[src/rtl/chan_sample_bank.sv]
`default_nettype none
// ============================================================================
//  Module   : chan_sample_bank
//  Purpose  : Multi-channel registered sampler. NUM_CH words of WIDTH bits
//             travel through a DEPTH-stage pipeline (output register
//             included); the output stage applies a per-beat mode (PASS,
//             STICKY-OR, EDGE detect, HOLD) and raises per-channel nonzero
//             events that feed saturating counters.
//  Ports    : clk      - rising-edge clock
//             reset    - asynchronous clear, active low
//             soft_clr - synchronous clear, active high (beats en)
//             en       - pipeline advance; 0 stalls and drops the input beat
//             mode     - 00 PASS, 01 STICKY, 10 EDGE, 11 HOLD
//             a        - channel data, channel c = a[c*WIDTH +: WIDTH]
//             a_valid  - a carries a beat this cycle
//             q        - registered channel results, same packing as a
//             q_valid  - q was updated by a beat on the last edge
//             evt      - per-channel pulse: value written to q_c nonzero
//             cnt      - per-channel saturating event counts
//  Revision : 1.0 - initial release
// ============================================================================
module chan_sample_bank #(
    parameter int NUM_CH = 4,
    parameter int WIDTH  = 8,
    parameter int DEPTH  = 2,
    parameter int CNT_W  = 8
) (
    input  logic                    clk,
    input  logic                    reset,
    input  logic                    soft_clr,
    input  logic                    en,
    input  logic [1:0]              mode,
    input  logic [NUM_CH*WIDTH-1:0] a,
    input  logic                    a_valid,
    output logic [NUM_CH*WIDTH-1:0] q,
    output logic                    q_valid,
    output logic [NUM_CH-1:0]       evt,
    output logic [NUM_CH*CNT_W-1:0] cnt
);

    localparam int               c_dw        = NUM_CH * WIDTH;
    localparam logic [1:0]       c_mode_pass = 2'b00;
    localparam logic [1:0]       c_mode_stky = 2'b01;
    localparam logic [1:0]       c_mode_edge = 2'b10;
    localparam logic [CNT_W-1:0] c_cnt_max   = '1;

    // Beat arriving at the output stage
    logic [c_dw-1:0]         w_arr_data;
    logic                    w_arr_vld;

    // Output-stage registers
    logic [c_dw-1:0]         r_q;
    logic [c_dw-1:0]         r_prev;
    logic                    r_qv;
    logic [NUM_CH-1:0]       r_evt;
    logic [NUM_CH*CNT_W-1:0] r_cnt;

    // Next-state values used when a valid beat arrives
    logic [c_dw-1:0]         w_q_next;
    logic [NUM_CH-1:0]       w_evt_next;
    logic [NUM_CH*CNT_W-1:0] w_cnt_next;

    // ------------------------------------------------------------------
    // Pre-output pipeline: DEPTH-1 stages. With DEPTH=1 the output stage
    // consumes the input directly.
    // ------------------------------------------------------------------
    generate
        if (DEPTH == 1) begin : g_direct
            assign w_arr_data = a;
            assign w_arr_vld  = a_valid;
        end else begin : g_pipe
            logic [c_dw-1:0] r_data [DEPTH-1];
            logic [DEPTH-2:0] r_vld;

            always_ff @(posedge clk or negedge reset) begin
                if (!reset) begin
                    for (int k = 0; k < DEPTH-1; k++) r_data[k] <= '0;
                    r_vld <= '0;
                end else if (soft_clr) begin
                    for (int k = 0; k < DEPTH-1; k++) r_data[k] <= '0;
                    r_vld <= '0;
                end else if (en) begin
                    r_data[0] <= a;
                    r_vld[0]  <= a_valid;
                    for (int k = 1; k < DEPTH-1; k++) begin
                        r_data[k] <= r_data[k-1];
                        r_vld[k]  <= r_vld[k-1];
                    end
                end
            end

            assign w_arr_data = r_data[DEPTH-2];
            assign w_arr_vld  = r_vld[DEPTH-2];
        end
    endgenerate

    // ------------------------------------------------------------------
    // Output-stage computation per channel. HOLD keeps q_c and still tests
    // the retained value for the event.
    // ------------------------------------------------------------------
    always_comb begin
        w_q_next   = r_q;
        w_evt_next = '0;
        w_cnt_next = r_cnt;
        for (int c = 0; c < NUM_CH; c++) begin
            case (mode)
                c_mode_pass: w_q_next[c*WIDTH +: WIDTH] = w_arr_data[c*WIDTH +: WIDTH];
                c_mode_stky: w_q_next[c*WIDTH +: WIDTH] = r_q[c*WIDTH +: WIDTH]
                                                        | w_arr_data[c*WIDTH +: WIDTH];
                c_mode_edge: w_q_next[c*WIDTH +: WIDTH] = w_arr_data[c*WIDTH +: WIDTH]
                                                        & ~r_prev[c*WIDTH +: WIDTH];
                default:     w_q_next[c*WIDTH +: WIDTH] = r_q[c*WIDTH +: WIDTH];
            endcase
            w_evt_next[c] = |w_q_next[c*WIDTH +: WIDTH];
            if (w_evt_next[c] && (r_cnt[c*CNT_W +: CNT_W] != c_cnt_max)) begin
                w_cnt_next[c*CNT_W +: CNT_W] = r_cnt[c*CNT_W +: CNT_W] + CNT_W'(1);
            end
        end
    end

    always_ff @(posedge clk or negedge reset) begin
        if (!reset) begin
            r_q    <= '0;
            r_prev <= '0;
            r_qv   <= 1'b0;
            r_evt  <= '0;
            r_cnt  <= '0;
        end else if (soft_clr) begin
            r_q    <= '0;
            r_prev <= '0;
            r_qv   <= 1'b0;
            r_evt  <= '0;
            r_cnt  <= '0;
        end else if (!en) begin
            r_qv  <= 1'b0;
            r_evt <= '0;
        end else if (w_arr_vld) begin
            r_q    <= w_q_next;
            r_prev <= w_arr_data;   // tracked in every mode so EDGE starts clean
            r_qv   <= 1'b1;
            r_evt  <= w_evt_next;
            r_cnt  <= w_cnt_next;
        end else begin
            r_qv  <= 1'b0;
            r_evt <= '0;
        end
    end

    assign q       = r_q;
    assign q_valid = r_qv;
    assign evt     = r_evt;
    assign cnt     = r_cnt;

endmodule
`default_nettype wire

[config.mk]
export PLATFORM = sky130hd
export DESIGN_NAME = chan_sample_bank
export DESIGN_NICKNAME = d
export VERILOG_FILES = /design/src/rtl/chan_sample_bank.sv
export SDC_FILE = /design/constraint.sdc
export NUM_CORES = 1
export LEC_CHECK = 0
export CAP_MARGIN = 15
export CORE_MARGIN = 8
export CORE_UTILIZATION = 57
export DETAILED_ROUTE_END_ITERATION = 12
export GPL_TIMING_DRIVEN = 0
export PLACE_DENSITY = 0.85
export SLEW_MARGIN = 30
export SYNTH_ARGS = -nofsm -noshare
export SYNTH_HDL_FRONTEND = slang
export SYNTH_SLANG_ARGS = --single-unit
[constraint.sdc]
create_clock -name clk -period 3.9 [get_ports clk]
set_clock_uncertainty 0.15 [all_clocks]
set_input_delay 0.78 -clock clk [delete_from_list [all_inputs] [get_ports clk]]
set_output_delay 0.78 -clock clk [all_outputs]
set_load 0.05 [all_outputs]
# == Word-level counts from Yosys, hierarchy flattened ==
# Index checks and enable logic that the tools add are counted.
# op_classes
n_bitwise,12
n_eq_ne,6
n_addsub,4
mux,27
n_reduce_logical,20
# ops
operator,n
$mux 32,11
$pmux 8 s3,4
$add 8x1->8 const B,4
$and 8x8->8,4
$mux 8,4
$ne 8x8->1 const B,4
$not 8->8,4
$or 8x8->8,4
$reduce_or 8->1,4
$mux 4,3
$reduce_and 3->1,4
$reduce_bool 2->1,6
$mux 1,5
$logic_and 1x1->1,4
$eq 2x1->1 const B,1
$eq 2x2->1 const B,1
$logic_not 2->1,1
$reduce_and 2->1,1
# totals
input_bits,39
out_inout_bits,69
regBits,134

# == Longest topological paths before layout ==
# Gate-level depths: netlist of run 1.
# depth
ltp_word,9
ltp_mapped,8
ltp_nobuf,7

# == Worst setup path before layout of run 1 ==
# OpenSTA, ideal clock, no wires.
# synth_path
path_kind,input -> register
start,input port mode[0]
end,register r_cnt[17] (netlist: cnt[17])
stages,8
n_path_buf,3
slack_ns,1.571
arrival_ns,2.047
cell_sequence,buf_6 buf_6 buf_8 a22oi_1 nand4_2 o21ai_4 mux2i_1 nor2_1
# synth_via
elab_chain_cells,6
word_cells_on_any_way,8
# synth_rtl
item,line_no,rtl
"start, declared",32,"input logic [1:0] mode,"
$eq 2x2->1 (tied with other cells),106,case (mode)
$pmux 8 s3 *,106,
$reduce_or 8->1 *,114,w_evt_next[c] = |w_q_next[c*WIDTH +: WIDTH];
$logic_and 1x1->1 *,115,if (w_evt_next[c] && (r_cnt[c*CNT_W +: CNT_W] != c_cnt_max)) begin
$reduce_bool 2->1 (no line) *,-,
$reduce_and 3->1 (no line) *,-,
"end signal, assigned",142,r_cnt <= w_cnt_next;
"end, declared",56,logic [NUM_CH*CNT_W-1:0] r_cnt;
# Every way passes the cells marked *; elsewhere a longest branch is shown, timed or not.
# A chain may end at the register's enable or synchronous reset.

# == Final worst setup path of run 1 ==
# layout_path
start,register r_cnt[19] (netlist: cnt[19])
end,output port cnt[19]
# layout_lines
item,line_no,rtl
"end, declared",38,output logic [NUM_CH*CNT_W-1:0] cnt
# No word-level cell between the ends.

==> reports/metrics.cfg, run 1 <==
[drt]
vias = 5413
drc = 0
wire_per_inst_um = 20.0
met2_wirelength_um = 9000
drtIter0Drc = 465
wirelength_um = 17700
top_layer_used = met4
via_per_inst = 6.11
wl_met3_um = 1470
wl_met1_um = 6700
drt-pass1-iter-count = 7
ant_nets = 0

[final_layout]
antennaDiodeCount = 0
finalNonFillerCells = 886
final_layout_size_suffix_gt1_share_pct = 7.37
finalNetCount = 776
syn_to_final_growth_pct = 29.2

[clocking]
cts_buffer_depth = 2
h-tree-depth = 4
cts_made_buffers = 17
postCtsSetupRepairBufs = 0
cts_resized = 0
cts_tree = yes
clkLatencyLatePin_ps = 530
clockRootBuffer = clkbuf_8
cts_hold_buf = 0
cts.clk_slew.worst_paths_ps = 60
numClockSinks = 134

[place]
dp.cells = 854
io_buffers = 105
hpwl_um = 12400
gp_congestion = 0.898

[power_and_ir_drop]
pwr-share-comb_pct = 12.5
switching_power_mw = 0.887
p_sw_share_pct = 26.4
power.leakage_nw = 3.38
ir_drop_mv = 0.260
p_seq_share_pct = 43.9
design_power_total_mw = 3.36
p_per_area_mw_per_mm2 = 421
power.internal_mw = 2.47
p_clk_share_pct = 43.7

[sta]
finalSetupViolCount = 0
hold_violations = 3
period_minus_slack_ps = 2790
holdWs_ps = -9.44
period_share_pct = 71.5
worst_pin_slew_ps = 895
fin_tns_setup_ps = 0
slew_headroom_pct = 40.4
max_freq_mhz = 359
drv_slew = 0
rsz0062_at_grt = no

[floorplan]
io_pins = 108
rows = 38
dieArea_mm2 = 0.0144
start_util_pct = 57.6
die_w_um = 120
die_h_um = 120
core-area_mm2 = 0.0107

[min_path]
min_path_type = in -> async

[critical_path]
critPathMaxFanout = 6
cp-start-kind = register
reg2reg_depth = 6
slowest_delay_ps = 850
r2r-start = cnt[0]$_DFFE_PN0P_
crit_family = buffers and inverters
path_cells = clkdlybuf4s50_1
critical_path_buf_inv_count = 1
cp.required_ps = 2970
ff2ff_setup_slack_ps = 1710
crit_path_top_delay_cell = clkdlybuf4s50_1
critPathArrivalTime_ps = 1860
crit_path_end_kind = output port
path_class = reg -> out
timing.rr.end = cnt[5]$_DFFE_PN0P_

[grt]
grt_max_degree = 85
grt_pass1_wl_um = 28700
grt_pass1_vias = 5731
gr-usage-all-layers_pct = 25.0
antenna_found_initial = 0
overflow = 0

[synth]
yosys-top-cells-count = 134 x dfrtp_1, 93 x nor2_1, 67 x nand2_1, 45 x o21ai_0, 39 x a21oi_1
synth_top_cell_by_area = dfrtp_1
syn_inst = 608
synthDominantCellAreaShare_pct = 54.4
synth_area_per_cell_um2 = 10.1
ys_ff_latch = 134
async_reset_ff_share_pct = 100
synth_warnings = 0
yosysSeqAreaShare_pct = 54.4
synth_edf_count = 0
mappedNetlistArea_mm2 = 0.00617
synth_area_leaders = dfrtp_1 54%, mux2i_1 6.0%, nor2_1 5.7%, nand2_1 4.1%, a211oi_1 3.9%
synth_cell_types = 37
ys.flop_type = dfrtp_1
synth.net_count = 651
synth.most_common_cell = dfrtp_1

[run_status]
violations = negative hold slack
status = complete, but fails checks

[job]
drv_cap = 0

registers in the layout, summed over array words and instances (netlist names):
signal / count
r_prev: 32
cnt: 32
g_pipe.r_data: 32
q: 32
q_valid: 1
g_pipe.r_vld: 1
evt: 4
layout make-up:
cell class,count,area (µm²)
flip-flops and latches,134,3350
clock inverters,8,73.8
multi-input cells,428,2590
well taps,140,175
repair buffers,106,1080
fillers,720,2730
inverters,4,15.0
clock buffers,24,470
plain buffers,42,213
worst max path at each step:
stage,endpoint,from,cells after the start
2_1_floorplan,cnt[17]$_DFFE_PN0P_,mode[0],8
3_3_place_gp,g_pipe.r_data[21]$_DFFE_PN0P_,reset,1
3_5_place_dp,cnt[25]$_DFFE_PN0P_,mode[1],8
4_1_cts,cnt[19],cnt[19]$_DFFE_PN0P_,1
5_1_grt,cnt[27]$_DFFE_PN0P_,mode[1],8
6_report,cnt[19],cnt[19]$_DFFE_PN0P_,1
layout by cell type (no fill, tap or decap), types with 5 or more instances in the layout:
master           count
nand3_1              7
nor2_1              93
o2111ai_1            6
nand2_1             67
or3_1                7
clkbuf_16           16
o21ai_0             45
a22oi_1             30
and4_1               5
mux2i_1             37
a211oi_1            32
dfrtp_1            134
clkdlybuf4s50_1    104
clkbuf_1            28
buf_2                5
nand4_2              7
xor2_1              20
a21oi_1             39
buf_1                6
cells by family (layout without fill, tap and decap cells):
kind of cell	after synthesis	after routing	synth area share [%]
fa+ha+maj	4	4	0.812
compound gates	172	172	18.2
xor+xnor	20	20	2.84
flops	134	134	54.4
simple gates	195	195	14.1
buf+inv	46	184	3.69
mux	37	37	6.01
power by group through the flow:
stage | registers, mW | logic [mW] | clock network [mW]
after floorplan | 1.55 | 0.180 | 0
after CTS | 1.47 | 0.420 | 1.48
after detailed placement | 1.49 | 0.415 | 0
after global routing | 1.48 | 0.451 | 1.53
final | 1.47 | 0.419 | 1.46
after global placement | 1.49 | 0.401 | 0
metal layers:
metal  global-route usage (%)  up-vias
met5                        0        -
met3                     6.86       54
met1                     28.8     2653
li1                         -     2419
met2                     42.2      287
met4                     12.9        0
stage by stage:
stage	utilization, %	hold WS, ps	setup slack (ps)	area [µm²]
after floorplan	-	334	1570	6170
after global placement	69.1	355	-3230	7390
after detailed placement	69.4	361	721	7430
after CTS	74.5	4.82	1110	7970
after global routing	74.5	20.3	991	7970
final	74.5	-9.44	1110	7970
No activity file was read; power rests on OpenSTA's default activity.
==> run 2, diff against run 1 <==
Settings changed: CORE_UTILIZATION 57 to 53, PLACE_DENSITY 0.85 to 0.8.
Clock period 3.9 ns to 2.9 ns, I/O delays scaled along.
==> reports/metrics.cfg, run 2 (synthesized netlist as in run 1, its figures left out) <==
[clocking]
cts_tree = yes
h-tree-depth = 4
cts_made_buffers = 17
postCtsSetupRepairBufs = 0
numClockSinks = 134
cts.clk_slew.worst_paths_ps = 60
clkLatencyLatePin_ps = 430
cts_buffer_depth = 2
clockRootBuffer = clkbuf_16

[sta]
rsz0062_at_grt = no
drv_slew = 0
max_freq_mhz = 386
worst_pin_slew_ps = 830
period_minus_slack_ps = 2590
hold_violations = 0
finalSetupViolCount = 0
holdWs_ps = 355
slew_headroom_pct = 44.7
period_share_pct = 89.4

[power_and_ir_drop]
p_sw_share_pct = 25.8
power.internal_mw = 3.54
ir_drop_mv = 0.457
p_seq_share_pct = 41.5
power.leakage_nw = 3.42
p_per_area_mw_per_mm2 = 592
switching_power_mw = 1.23
pwr-share-comb_pct = 11.8
p_clk_share_pct = 46.7
design_power_total_mw = 4.77

[final_layout]
finalNetCount = 777
multiInputGateArea_mm2 = 0.00259
final_layout_size_suffix_gt1_share_pct = 7.90
syn_to_final_growth_pct = 30.7
final_cell_mix = 134 x dfrtp_1, 104 x clkdlybuf4s50_1, 93 x nor2_1, 67 x nand2_1, 45 x o21ai_0
final_common_cell = dfrtp_1
antennaDiodeCount = 0
seqCellArea_mm2 = 0.00335
nFillCells = 853

[drt]
vias = 5267
drt-pass1-iter-count = 5
ant_nets = 0
wire_per_inst_um = 19.5
drtIter0Drc = 507
drc = 0
wirelength_um = 17400
via_per_inst = 5.92

[floorplan]
core-area_mm2 = 0.0114
rows = 39
die_h_um = 124
die_w_um = 124
start_util_pct = 54.2
io_pins = 108
dieArea_mm2 = 0.0153

[min_path]
min_path_type = in -> reg
worstHoldStart = en

[critical_path]
critPathMaxFanout = 10
cp-start-kind = input pin
path_class = in -> reg
crit_path_end_kind = register
critPathLaunch = mode[1]
critPathArrivalTime_ps = 2740
cp.required_ps = 3040
r2r-start = g_pipe.r_vld$_DFFE_PN0P_

[run_status]
status = finished clean

[grt]
grt_max_degree = 69
overflow = 0
met3_usage_pct = 6.94
gr-usage-met2_pct = 39.0
grt_pass1_vias = 5424
gr-usage-all-layers_pct = 23.6
antenna_found_initial = 0
grt_use_met1_pct = 28.1
grt_pass1_wl_um = 27600
grt.busiest_layer = met2

[job]
drv_cap = 0

[place]
io_buffers = 105
hpwl_um = 12300
gp_congestion = 0.851

==> run 2: per-layer routing <==
metal	vias to the layer above	part of all wire (%)
met4	0	2.6
met5	-	0
met3	39	8.3
li1	2428	-
met1	2573	39
met2	227	50
==> run 2: critical path, cell delays in order <==
cell and delay (ps):
clkdlybuf4s50_1 540, buf_2 250, o21ai_0 130, a22oi_1 320, nand4_2 310, o2111ai_1 370, xor2_1 180, nor2_1 50
==> run 2: power by group through the flow <==
stage | logic (mW) | registers, mW | clock network, mW
2_1_floorplan | 0.242 | 2.08 | 0
3_3_place_gp | 0.539 | 2.01 | 0
3_5_place_dp | 0.560 | 2.01 | 0
4_1_cts | 0.565 | 1.98 | 2.24
5_1_grt | 0.603 | 1.98 | 2.34
6_report | 0.563 | 1.98 | 2.23
==> run 2: worst paths after layout <==
check	cells after the start	end	slack, ps
setup / recovery	8	cnt[29]$_DFFE_PN0P_	310
hold / removal	3	g_pipe.r_data[31]$_DFFE_PN0P_	350
setup reg to reg	6	cnt[29]$_DFFE_PN0P_	790
hold reg to reg	2	r_prev[29]$_DFFE_PN0P_	370
max in group asynchronous	3	q[29]$_DFFE_PN0P_	1400
min in group asynchronous	2	cnt[0]$_DFFE_PN0P_	510
==> run 2: what timing repair did <==
action | CTS | global route
hold buffers | 1 | 0
endpoints found under the hold margin | 66 | 0
gates resized for setup | 0 | 0
setup endpoints to repair | 0 | 0
==> run 2: per-stage QoR <==
step | setup WS, ps | cells | util [%] | instance area (µm²) | setup TNS [ps]
4_1_cts | 350 | 890 | 70.9 | 8060 | 0
6_report | 308 | 890 | 70.9 | 8060 | 0
2_1_floorplan | 703 | 608 | - | 6170 | 0
3_3_place_gp | -4020 | 856 | 65.1 | 7400 | -537430
5_1_grt | 149 | 890 | 70.9 | 8060 | 0
3_5_place_dp | -71.6 | 857 | 65.3 | 7430 | -172
==> run 2: layout make-up <==
cell class / instances / area share (%)
repair buffers: 107 / 13.6
multi-input cells: 428 / 32.1
inverters: 4 / 0.186
well taps: 143 / 2.22
plain buffers: 42 / 2.64
flip-flops and latches: 134 / 41.6
clock inverters: 12 / 1.88
clock buffers: 20 / 5.79
==> run 3, diff against run 2 <==
Settings changed: ABC_AREA set to 1, CORE_MARGIN 8 to not set, CORE_UTILIZATION 53 to 54.
==> reports/metrics.cfg, run 3 <==
[synth]
synth_top_family_by_area = simple AND/OR/NAND/NOR gates
ys.flop_type = dfrtp_1
yosysSeqAreaShare_pct = 50.1
synthAdderAreaFrac_pct = 0.747
mappedNetlistArea_mm2 = 0.00670
synth-xor-area-share_pct = 2.35
async_reset_ff_share_pct = 100
ys_ff_latch = 134
muxShareOfSynthArea_pct = 0
synth_area_per_cell_um2 = 8.08
synth-simple-area-share_pct = 28.3
synth_edf_count = 0
synth_area_leaders = dfrtp_1 50%, nand3_1 10%, nand2_1 9.6%, o21ai_0 6.5%, inv_1 5.3%
synth.net_count = 872
yosys-top-cells-count = 171 x nand2_1, 139 x nand3_1, 134 x dfrtp_1, 94 x inv_1, 87 x o21ai_0
synth_compound_area_share_pct = 9.51
synth_warnings = 0
synthDominantCellAreaShare_pct = 50.1
synth.most_common_cell = nand2_1
syn_inst = 829
synth_top_cell_by_area = dfrtp_1
synth_cell_types = 29

[sta]
period_share_pct = 85.4
hold_violations = 0
max_freq_mhz = 404
slew_headroom_pct = 39.3
rsz0062_at_grt = no
worst_pin_slew_ps = 906
finalSetupViolCount = 0
period_minus_slack_ps = 2480
drv_slew = 0

[floorplan]
rows = 40
start_util_pct = 55.5
dieArea_mm2 = 0.0129
die_w_um = 113
die_h_um = 113
core-area_mm2 = 0.0121
io_pins = 108

[grt]
antenna_found_initial = 0
gr-usage-all-layers_pct = 29.8
grt_pass1_wl_um = 29000
overflow = 0
grt_max_degree = 81
grt_pass1_vias = 5891

[final_layout]
seqCellArea_mm2 = 0.00335
fin_area_mm2 = 0.00863
final_layout_size_suffix_gt1_share_pct = 6.83
multiInputGateArea_mm2 = 0.00274
antennaDiodeCount = 0
finalNetCount = 997
syn_to_final_growth_pct = 28.8
nFillCells = 944
finalNonFillerCells = 1135
final_cell_mix = 171 x nand2_1, 139 x nand3_1, 134 x dfrtp_1, 103 x clkdlybuf4s50_1, 94 x inv_1
final_common_cell = nand2_1

[job]
drv_cap = 0

[clocking]
cts_resized = 0
cts_made_buffers = 17
cts_tree = yes
h-tree-depth = 4
postCtsSetupRepairBufs = 0
numClockSinks = 134
cts.clk_slew.worst_paths_ps = 50
clockRootBuffer = clkbuf_16
clkLatencyLatePin_ps = 430
cts_buffer_depth = 2

[critical_path]
crit_path_top_delay_cell = clkdlybuf4s50_1
critPathMaxFanout = 6
path_cells = clkdlybuf4s50_1
cp-start-kind = register
crit_family = buffers and inverters
slowest_delay_ps = 850
cp.required_ps = 2170
critical_path_buf_inv_count = 1
critPathArrivalTime_ps = 1750
path_class = reg -> out
crit_path_end_kind = output port

[power_and_ir_drop]
p_seq_share_pct = 41.0
switching_power_mw = 1.15
p_sw_share_pct = 24.2
p_clk_share_pct = 48.9
power.internal_mw = 3.59
p_per_area_mw_per_mm2 = 549
power.leakage_nw = 4.10
ir_drop_mv = 0.507
pwr-share-comb_pct = 10.2

[drt]
vias = 6214
drc = 0
ant_nets = 0
wire_per_inst_um = 15.8
drt-pass1-iter-count = 5
drtIter0Drc = 525
via_per_inst = 5.47
wirelength_um = 18000

[place]
placed_cell_area_mm2 = 0.00798
io_buffers = 104
hpwl_um = 12500
gp_congestion = 0.906
dp.cells = 1102

[min_path]
min_path_type = reg -> reg

[run_status]
status = finished clean

run 3: changes by cell type in the layout (fill, tap and decap cells not counted), moves of 30 or more:
cell / previous run / this run
nand3_1: 7 / 139
nand2_1: 67 / 171
inv_1: 4 / 94
o21ai_0: 45 / 87
nor2_1: 93 / 55
mux2i_1: 37 / 0
a21oi_1: 39 / 4
a211oi_1: 32 / 0
nand4_1: 2 / 34
a22oi_1: 30 / 0
run 3: cells by family after synthesis:
| kind of cell | count (synthesis) |
|---|---|
| simple gates | 416 |
| compound gates | 115 |
| fa+ha+maj | 4 |
| flops | 134 |
| buf+inv | 142 |
| xor+xnor | 18 |
run 3: what timing repair did:
item                                    in CTS  in global routing
hold buffers                                 1                  0
endpoints found under the setup margin       0                  0
hold endpoints to repair                    54                  0
run 3: metrics by stage:
stage	utilization, %	power, mW	hold slack, ps	TNS, ps	setup WS [ps]
after CTS	71.5	4.74	354	0	421
after floorplan	-	2.24	134	0	819
final	71.5	4.74	361	0	423
after global routing	71.5	4.87	366	0	391
after detailed placement	66.2	2.45	352	0	212
after global placement	65.9	2.43	346	-549180	-4100
run 3: per-layer routing:
metal / global-route usage (%) / part of all wire (%) / vias up
met5: 0 / 0 / -
met4: 12.2 / 2.5 / 0
met3: 6.80 / 7.6 / 42
met2: 48.3 / 48 / 268
met1: 38.8 / 42 / 2917
li1: - / - / 2987
run 3: final timing paths:
check,startpoint,end,slack [ps],cells after the start
max,cnt[6]$_DFFE_PN0P_,cnt[6],420,1
min,r_prev[10]$_DFFE_PN0P_,r_prev[10]$_DFFE_PN0P_,360,2
max reg2reg,cnt[16]$_DFFE_PN0P_,cnt[20]$_DFFE_PN0P_,810,9
min reg2reg,r_prev[10]$_DFFE_PN0P_,r_prev[10]$_DFFE_PN0P_,360,2
max in group asynchronous,reset,q[17]$_DFFE_PN0P_,1380,3
min in group asynchronous,reset,cnt[27]$_DFFE_PN0P_,500,2
run 3: cell type report:
class	instances	share of cell area (%)
Sequential cell	134	38.9
Multi-Input combinational cell	553	31.8
Inverter	95	4.13
Buffer	47	2.86
Clock buffer	24	5.70
Clock inverter	8	1.67
Tap cell	168	2.44
Timing Repair Buffer	106	12.6
run 3: power groups by stage:
stage | Sequential (mW) | Combinational, mW | Clock (mW)
after floorplan | 2.00 | 0.244 | 0
after global placement | 1.97 | 0.465 | 0
after detailed placement | 1.97 | 0.475 | 0
after CTS | 1.94 | 0.481 | 2.32
after global routing | 1.94 | 0.530 | 2.40
final | 1.94 | 0.482 | 2.32
